## src/rtl/keypad_scan_ctrl.sv

```systemverilog
// keypad_scan_ctrl: column-scanning controller for a ROWS x COLS key matrix.
// Drives one column at a time, samples the synchronized row lines into a
// full-matrix image, debounces that image across consecutive scans, and
// reports a single debounced key press on a valid/ready interface.
module keypad_scan_ctrl #(
    parameter int  ROWS     = 4,
    parameter int  COLS     = 4,
    parameter int  SETTLE   = 3,
    parameter int  DEBOUNCE = 3,
    localparam int KW       = $clog2(ROWS * COLS)
) (
    input  logic            clk,
    input  logic            rst,
    input  logic            enable,
    input  logic [ROWS-1:0] row_in,
    output logic [COLS-1:0] col_drive,
    output logic            key_valid,
    output logic [KW-1:0]   key_code,
    input  logic            key_ready,
    output logic            key_held,
    output logic            multi_key,
    output logic            overflow,
    input  logic            clr_ovf
);

    localparam int IMG = ROWS * COLS;
    localparam int CW  = $clog2(COLS);
    localparam int SW  = $clog2(SETTLE + 1);
    localparam int DW  = $clog2(DEBOUNCE + 1);
    localparam int NW  = $clog2(IMG + 1);

    // The 2FF synchronizer must have fully propagated before a column is sampled.
    generate
        if (SETTLE < 3) begin : g_bad_settle
            $error("keypad_scan_ctrl: SETTLE must be >= 3");
        end
    endgenerate

    typedef enum logic [1:0] {
        S_IDLE,
        S_DRIVE,
        S_SAMPLE,
        S_EVAL
    } state_t;

    state_t          state_q, state_d;
    logic [ROWS-1:0] sync1_q, sync2_q;
    logic [CW-1:0]   col_q, col_d;
    logic [SW-1:0]   settle_q, settle_d;
    logic [IMG-1:0]  image_q, image_d;
    logic [IMG-1:0]  prev_q, prev_d;
    logic [DW-1:0]   stable_q, stable_d;
    logic            held_q, held_d;
    logic            multi_q, multi_d;
    logic            valid_q, valid_d;
    logic [KW-1:0]   code_q, code_d;
    logic            ovf_q, ovf_d;

    // Debounce / event helpers
    logic [NW-1:0]   ones;
    logic [KW-1:0]   single_code;
    logic            same;
    logic [DW-1:0]   stable_new;
    logic            act;
    logic            ev;
    logic            fire;
    logic            drop;

    // Two-stage synchronizer on the raw row lines.
    always_ff @(posedge clk or posedge rst) begin
        if (rst) begin
            sync1_q <= '0;
            sync2_q <= '0;
        end else begin
            sync1_q <= row_in;
            sync2_q <= sync1_q;
        end
    end

    // Scan FSM and datapath state registers.
    always_ff @(posedge clk or posedge rst) begin
        if (rst) begin
            state_q  <= S_IDLE;
            col_q    <= '0;
            settle_q <= '0;
            image_q  <= '0;
            prev_q   <= '0;
            stable_q <= '0;
            held_q   <= 1'b0;
            multi_q  <= 1'b0;
            valid_q  <= 1'b0;
            code_q   <= '0;
            ovf_q    <= 1'b0;
        end else begin
            state_q  <= state_d;
            col_q    <= col_d;
            settle_q <= settle_d;
            image_q  <= image_d;
            prev_q   <= prev_d;
            stable_q <= stable_d;
            held_q   <= held_d;
            multi_q  <= multi_d;
            valid_q  <= valid_d;
            code_q   <= code_d;
            ovf_q    <= ovf_d;
        end
    end

    // Population count of the image and the key code of its (last) set bit.
    // Image bits are column-major; key codes are row*COLS + col.
    always_comb begin
        ones        = '0;
        single_code = '0;
        for (int c = 0; c < COLS; c++) begin
            for (int r = 0; r < ROWS; r++) begin
                if (image_q[c*ROWS + r]) begin
                    ones        = ones + NW'(1);
                    single_code = KW'(r * COLS + c);
                end
            end
        end
    end

    // Debounce counter step: act only on the scan where the count reaches DEBOUNCE.
    always_comb begin
        same = (image_q == prev_q);
        if (!same) begin
            stable_new = DW'(1);
        end else if (stable_q == DW'(DEBOUNCE)) begin
            stable_new = stable_q;
        end else begin
            stable_new = stable_q + DW'(1);
        end
        act = (stable_new == DW'(DEBOUNCE)) && (!same || (stable_q != DW'(DEBOUNCE)));
    end

    // Next-state logic: scan sequencing, image capture and debounce decisions.
    always_comb begin
        state_d  = state_q;
        col_d    = col_q;
        settle_d = settle_q;
        image_d  = image_q;
        prev_d   = prev_q;
        stable_d = stable_q;
        held_d   = held_q;
        multi_d  = multi_q;
        ev       = 1'b0;
        if (!enable) begin
            // Abandon the scan in progress; reported state is kept.
            state_d  = S_IDLE;
            col_d    = '0;
            settle_d = '0;
            stable_d = '0;
            image_d  = '0;
        end else begin
            case (state_q)
                S_IDLE: begin
                    state_d  = S_DRIVE;
                    col_d    = '0;
                    settle_d = '0;
                end
                S_DRIVE: begin
                    if (settle_q == SW'(SETTLE - 1)) begin
                        settle_d = '0;
                        state_d  = S_SAMPLE;
                    end else begin
                        settle_d = settle_q + SW'(1);
                    end
                end
                S_SAMPLE: begin
                    image_d[col_q*ROWS +: ROWS] = sync2_q;
                    if (col_q == CW'(COLS - 1)) begin
                        state_d = S_EVAL;
                    end else begin
                        col_d   = col_q + CW'(1);
                        state_d = S_DRIVE;
                    end
                end
                S_EVAL: begin
                    stable_d = stable_new;
                    if (!same) begin
                        prev_d = image_q;
                    end
                    if (act) begin
                        if (ones == NW'(0)) begin
                            held_d  = 1'b0;
                            multi_d = 1'b0;
                        end else if (ones > NW'(1)) begin
                            multi_d = 1'b1;
                        end else if (!held_q) begin
                            held_d  = 1'b1;
                            multi_d = 1'b0;
                            ev      = 1'b1;
                        end
                    end
                    image_d = '0;
                    col_d   = '0;
                    state_d = S_DRIVE;
                end
                default: state_d = S_IDLE;
            endcase
        end
    end

    // Event slot: a handshake frees the slot in the same cycle a new event may load.
    always_comb begin
        fire    = valid_q && key_ready;
        drop    = ev && valid_q && !key_ready;
        valid_d = valid_q;
        code_d  = code_q;
        if (ev) begin
            valid_d = 1'b1;
            if (!drop) begin
                code_d = single_code;
            end
        end else if (fire) begin
            valid_d = 1'b0;
        end
        if (drop) begin
            ovf_d = 1'b1;
        end else if (clr_ovf) begin
            ovf_d = 1'b0;
        end else begin
            ovf_d = ovf_q;
        end
    end

    // One-hot column drive during DRIVE and SAMPLE only.
    always_comb begin
        col_drive = '0;
        if ((state_q == S_DRIVE) || (state_q == S_SAMPLE)) begin
            for (int c = 0; c < COLS; c++) begin
                if (col_q == CW'(c)) begin
                    col_drive[c] = 1'b1;
                end
            end
        end
    end

    assign key_valid = valid_q;
    assign key_code  = code_q;
    assign key_held  = held_q;
    assign multi_key = multi_q;
    assign overflow  = ovf_q;

endmodule

```

## config.mk

```make
export PLATFORM = sky130hd
export DESIGN_NAME = keypad_scan_ctrl
export DESIGN_NICKNAME = d
export VERILOG_FILES = /design/src/rtl/keypad_scan_ctrl.sv
export SDC_FILE = /design/constraint.sdc
export NUM_CORES = 1
export LEC_CHECK = 0
export ABC_AREA = 0
export BUFFER_PORTS_ARGS = -buffer_cell sky130_fd_sc_hd__buf_2
export CAP_MARGIN = 25
export CELL_PAD_IN_SITES_DETAIL_PLACEMENT = 1
export CELL_PAD_IN_SITES_GLOBAL_PLACEMENT = 1
export CORE_MARGIN = 1.5
export CORE_UTILIZATION = 44
export DETAILED_ROUTE_END_ITERATION = 7
export HOLD_SLACK_MARGIN = 0.06
export MAX_ROUTING_LAYER = met4
export PLACE_DENSITY_LB_ADDON = 0.1
export SLEW_MARGIN = 20
export SYNTH_ARGS = -nofsm -noshare
export SYNTH_HDL_FRONTEND = slang
export SYNTH_SLANG_ARGS = --single-unit
export TNS_END_PERCENT = 100
```

## constraint.sdc

```tcl
create_clock -name clk -period 9.8 [get_ports clk]
set_input_delay 0.98 -clock clk [delete_from_list [all_inputs] [get_ports clk]]
set_output_delay 0.98 -clock clk [all_outputs]
set_load 0.03 [all_outputs]
```

==> results.py, run 1 <==
metrics = {
    "setup_path": {
        "rr_worst_depth": 49,
        "endpoint_kind": "register",
        "crit_top_cell": "ha_1",
        "worstSetupEndpoint": "key_code[1]",
        "r2r_setup_slack_ns": 0.37,
        "slowest_stage": "dfrtp_2",
        "cp_data_required_time_ns": 10.00,
        "crit_type": "register to register",
        "arrival_ns": 9.64,
        "r2r_start": "image_q[1]",
        "reg2reg_to": "key_code[1]",
        "cp_slowest_stage_delay_ns": 0.43,
        "start_kind": "register",
        "crit_start": "image_q[1]",
        "crit_fanout": 4,
    },
    "min_path": {
        "hold_depth": 0,
        "hold_class": "register to register",
    },
    "yosys": {
        "ys_seq_elements": 56,
        "async_flop_share_pct": 100.0,
        "synth_cell_type_count": 70,
        "ys_warn_count": 0,
        "synth-seq-area-share_pct": 31.77,
        "syn-cell-area_um2": 4410,
        "synth-main-ff-cell": "dfrtp_1",
        "syn_area_per_cell_um2": 9.651,
        "synthCells": 457,
        "syn_nets": 492,
        "synth_edf_count": 0,
    },
    "pwr": {
        "vdd_drop_max_uv": 76.68,
        "leakage_nw": 2.465,
        "p_per_area_nw_per_um2": 115.8,
    },
    "final_layout": {
        "multi_input_area_um2": 2988,
        "fill_cells": 1120,
        "seq_area_um2": 1403,
        "nNetsFinal": 520,
        "final_cell_mix": "dfrtp_1 (55), nand2_1 (40), nor2_1 (32), xor2_1 (28), xnor2_1 (24)",
        "insertedDiodeCount": 0,
        "stdcell_area_um2": 5004,
        "drive_gt1_share_pct": 24.07,
        "area_growth_pct": 13.45,
        "layout_commonest_cell": "dfrtp_1",
    },
    "sta": {
        "setup_ws_ns": 0.3655,
        "fin_crit_ns": 9.435,
        "setup_viol": 0,
        "worstMarginPinSlew_ns": 0.6502,
        "fin_worst_skew_ns": 0.007614,
        "whs_ns": 0.3556,
        "fin_crit_sh_pct": 96.27,
        "drv_slew": 0,
        "relSlewSlack_pct": 55.97,
        "hold_violations": 0,
        "max_freq_mhz": 106.0,
    },
    "floorplanning": {
        "rows": 36,
        "core_um2": 9729,
        "start_util_pct": 45.33,
        "fp.dieW_um": 103.1,
        "ios": 21,
        "dieArea_um2": 10630,
        "die_height_um": 103.1,
    },
    "global_route": {
        "antenna_found_initial": 0,
        "grt_pass1_vias": 3513,
        "grt_overflow": 0,
        "grt_pass1_wl_mm": 16.98,
        "grt_use_total_pct": 21.21,
        "grt_start_max_net_pins": 57,
    },
    "drt": {
        "drtAntennaViolNets": 0,
        "drt_iter0_markers": 123,
        "wl_per_cell_um": 16.55,
        "drt-total-wl_mm": 10.24,
        "vias_per_cell": 5.493,
        "drcViolationCount": 0,
        "vias": 3400,
        "first_pass_iters": 4,
    },
    "place": {
        "placed_area_um2": 4682,
        "post-place-ws_ns": -0.2862,
        "place_congestion": 0.7763,
        "place.port_buffers": 20,
        "hpwlAfterDp_mm": 7.828,
    },
    "clock_network": {
        "cts_tree": "built",
        "clk_pin_slew_ns": 0.10,
        "clkLatencyLatePin_ns": 0.31,
        "clock_path_buffers": 2,
        "cts_sinks": 56,
        "htree_levels": 2,
        "root_buffer": "clkbuf_8",
        "cts_made_buffers": 5,
    },
    "outcome": {
        "status": "finished, final reports clean",
    },
    "flow_run": {
        "max_cap_violations": 0,
    },
}
[worst min-delay path by stage]
stage	from	to
5_1_grt	sync1_q[0]	sync2_q[0]
6_report	sync1_q[3]	sync2_q[3]
3_5_place_dp	sync1_q[3]	sync2_q[3]
2_1_floorplan	sync1_q[0]	sync2_q[0]
4_1_cts	sync1_q[3]	sync2_q[3]
3_3_place_gp	sync1_q[3]	sync2_q[3]
[report_power, final]
part / switching, mW / total, mW / leakage (nW) / internal (mW)
combinational: 0.114 / 0.204 / 1.66 / 0.0899
sequential: 0.00951 / 0.251 / 0.757 / 0.241
clock: 0.0734 / 0.125 / 0.0456 / 0.0511
[Yosys cell counts (all sizes together) (5+ instances only)]
cell type  count  area [um2]
dfrtp         56        1401
nand2         45       168.9
nor2          32       120.1
xor2          30       277.8
xnor2         29       314.1
ha            26       325.3
mux2          26       292.8
inv           24       90.09
a21oi         23       115.1
clkbuf        15       56.30
nand3         15       85.08
a22o          12       105.1
o21ai         11       55.05
nor4           9       56.30
xnor3          7       160.2
and2           6       37.54
buf            6       28.77
a22oi          5       37.54
nand2b         5       31.28
[critical path: cells and delay by family (launching register included)]
kind            cells  cell delay, ns
flops               1            0.43
fa+ha+maj          14            3.74
mux                 6            1.57
compound gates     11            1.30
buf+inv             4            0.30
simple gates       13            1.73
xor+xnor            1            0.26
[flip-flops by register name, indices dropped and copies added, names as in the netlist, 2 cells and up]
signal / flops
state_q: 2
col_q: 2
sync1_q: 4
image_q: 16
key_code: 4
sync2_q: 4
settle_q: 2
prev_q: 16
stable_q: 2
[layout make-up]
class / count / area share, %
Multi-Input combinational cell: 355 / 59.72
Clock inverter: 2 / 0.2751
Sequential cell: 56 / 28.03
Tap cell: 133 / 3.326
Inverter: 25 / 1.900
Clock buffer: 6 / 1.450
Timing Repair Buffer: 42 / 5.301
[timing repair]
| action | in CTS | in global routing |
|---|---|---|
| gates resized for setup | 8 | 26 |
| hold buffers | 0 | 0 |
| pin swaps | 1 | 8 |
| setup endpoints to repair | 8 | 8 |
| setup buffers | 3 | 7 |
[metrics by stage]
| step | util [%] | total power, mW | TNS, ns | instances |
|---|---|---|---|---|
| finish | 51.43 | 0.5794 | 0 | 619 |
| global route | 51.43 | 0.6203 | -0.5435 | 619 |
| CTS | 49.46 | 0.5649 | 0 | 612 |
| detailed placement | 48.12 | 0.4343 | -1.841 | 601 |
| global placement | 48.12 | 0.4270 | 0 | 601 |
| floorplan | - | 0.3854 | 0 | 457 |
[per-layer routing]
layer  track usage [%]  part of all wire (%)  vias up
met5                 -                     0        -
met4             3.638                  0.74        0
met3             2.915                   1.9        7
met2             35.83                    50       30
met1             27.65                    48     1685
li1                  -                     -     1678
[logic make-up after synthesis]
| logic type | count (synthesis) | share of synthesized area [%] |
|---|---|---|
| adders and majority gates | 26 | 7.376 |
| buffers and inverters | 46 | 4.085 |
| xor gates and xnor gates | 69 | 18.67 |
| DFF | 56 | 31.77 |
| AOI/OAI and AO/OA | 91 | 14.64 |
| muxes | 29 | 7.319 |
| and+or+nand+nor | 140 | 16.14 |
Power figures use the tool's default switching activity.
==> run 2: changes to the inputs <==
- CORE_ASPECT_RATIO: default -> 0.9
==> results.py, run 2 (same netlist as run 1, synthesis figures left out) <==
metrics = {
    "outcome": {
        "status": "finished, final reports clean",
    },
    "setup_path": {
        "arrival_ns": 9.53,
        "path_delay_family": "adder cells",
        "crit_fanout": 4,
        "endpoint_kind": "register",
        "slowest_stage": "dfrtp_2",
        "cp_data_required_time_ns": 10.01,
        "crit_type": "register to register",
        "start_kind": "register",
        "worst-path-buf-inv": 4,
        "crit_top_cell": "ha_1",
        "cp_slowest_stage_delay_ns": 0.43,
    },
    "place": {
        "place.port_buffers": 20,
        "dp_cells": 602,
        "post-place-ws_ns": -0.2719,
        "placed_area_um2": 4733,
        "place_congestion": 0.7985,
        "hpwlAfterDp_mm": 7.915,
    },
    "pwr": {
        "power_mw": 0.6168,
        "vdd_drop_max_uv": 100.8,
        "p_per_area_nw_per_um2": 122.0,
        "leakage_nw": 2.501,
    },
    "floorplanning": {
        "core_um2": 9699,
        "fp.dieW_um": 108.5,
        "dieArea_um2": 10630,
        "rows": 34,
        "ios": 21,
        "start_util_pct": 45.47,
        "die_height_um": 97.98,
    },
    "sta": {
        "max_freq_mhz": 107.3,
        "relSlewSlack_pct": 52.23,
        "worstMarginPinSlew_ns": 0.7166,
        "finalSetupTns_ns": 0,
        "fin_worst_skew_ns": 0.01258,
        "whs_ns": 0.3599,
        "setup_ws_ns": 0.4762,
        "hold_violations": 0,
        "drv_slew": 0,
        "fin_crit_ns": 9.324,
        "fin_crit_sh_pct": 95.14,
        "setup_viol": 0,
    },
    "drt": {
        "vias_per_cell": 5.515,
        "first_pass_iters": 4,
        "drt_iter0_markers": 105,
        "drcViolationCount": 0,
        "drt-total-wl_mm": 10.66,
        "vias": 3403,
        "drtAntennaViolNets": 0,
        "wl_per_cell_um": 17.28,
    },
    "final_layout": {
        "top_regs": "image_q: 16 flops, prev_q: 16 flops",
        "layout_commonest_cell": "dfrtp_1",
        "nNetsFinal": 525,
        "final_cell_mix": "dfrtp_1 (55), nand2_1 (41), nor2_1 (32), xor2_1 (28), buf_4 (27)",
        "area_growth_pct": 14.61,
        "drive_gt1_share_pct": 24.85,
        "insertedDiodeCount": 0,
        "stdcell_area_um2": 5055,
        "layoutNonFillerInstCount": 617,
        "postLayoutCoreUtil_pct": 52.12,
    },
    "global_route": {
        "grt_overflow": 0,
        "grt_pass1_vias": 3520,
        "grt_start_max_net_pins": 57,
        "antenna_found_initial": 0,
        "grt_use_total_pct": 21.58,
        "grt_pass1_wl_mm": 17.75,
    },
    "clock_network": {
        "root_buffer": "clkbuf_8",
        "clk_pin_slew_ns": 0.11,
        "clkLatencyLatePin_ns": 0.31,
        "cts_sinks": 56,
        "clock_path_buffers": 2,
        "htree_levels": 2,
        "cts_tree": "built",
        "cts.hold.buffers_added": 0,
        "cts_made_buffers": 5,
    },
    "min_path": {
        "hold_class": "register to register",
    },
    "flow_run": {
        "max_cap_violations": 0,
    },
}
==> run 2: cell count changes in the layout (fill, tap and decap cells not counted), sizes merged <==
cell    previous run  this run
buf               42        47
bufinv             0         1
clkbuf             6         5
==> run 2: power breakdown <==
part	internal [mW]	switching, mW
Clock	0.0776	0.0791
Combinational	0.0922	0.118
Sequential	0.241	0.00879
Total	0.411	0.206
==> run 2: path summary, 6_finish.rpt <==
check | start | to | slack (ns) | cells after the start
max | image_q[1] | key_code[0] | 0.48 | 49
min reg2reg | sync1_q[2] | sync2_q[2] | 0.36 | 0
min | sync1_q[2] | sync2_q[2] | 0.36 | 0
max in group asynchronous | rst | image_q[1] | 8.43 | 3
min in group asynchronous | rst | sync1_q[1] | 0.84 | 3
max reg2reg | image_q[1] | key_code[0] | 0.48 | 49
==> run 2: final cells by class <==
cell class                 instances  area [um2]
clock buffer                       5       68.82
clock inverter                     3       46.29
multi-input combinational        355        2982
timing repair buffer              47       302.8
fill                            1113        4644
inverter                          25       95.09
sequential                        56        1403
tap                              126       157.7
==> run 2: layer usage <==
layer / vias to the layer above / track usage [%] / part of all wire (%) / wire [um]
li1: 1685 / - / - / -
met1: 1673 / 29.46 / 49 / 5228
met2: 37 / 34.78 / 48 / 5122
met3: 8 / 2.270 / 1.9 / 202
met4: 0 / 4.453 / 0.99 / 106
met5: - / - / 0 / 0
==> run 2: repair_timing <==
item | CTS | global route
setup buffers | 2 | 5
gates resized for setup | 7 | 26
pin swaps | 1 | 12
endpoints found under the setup margin | 8 | 8
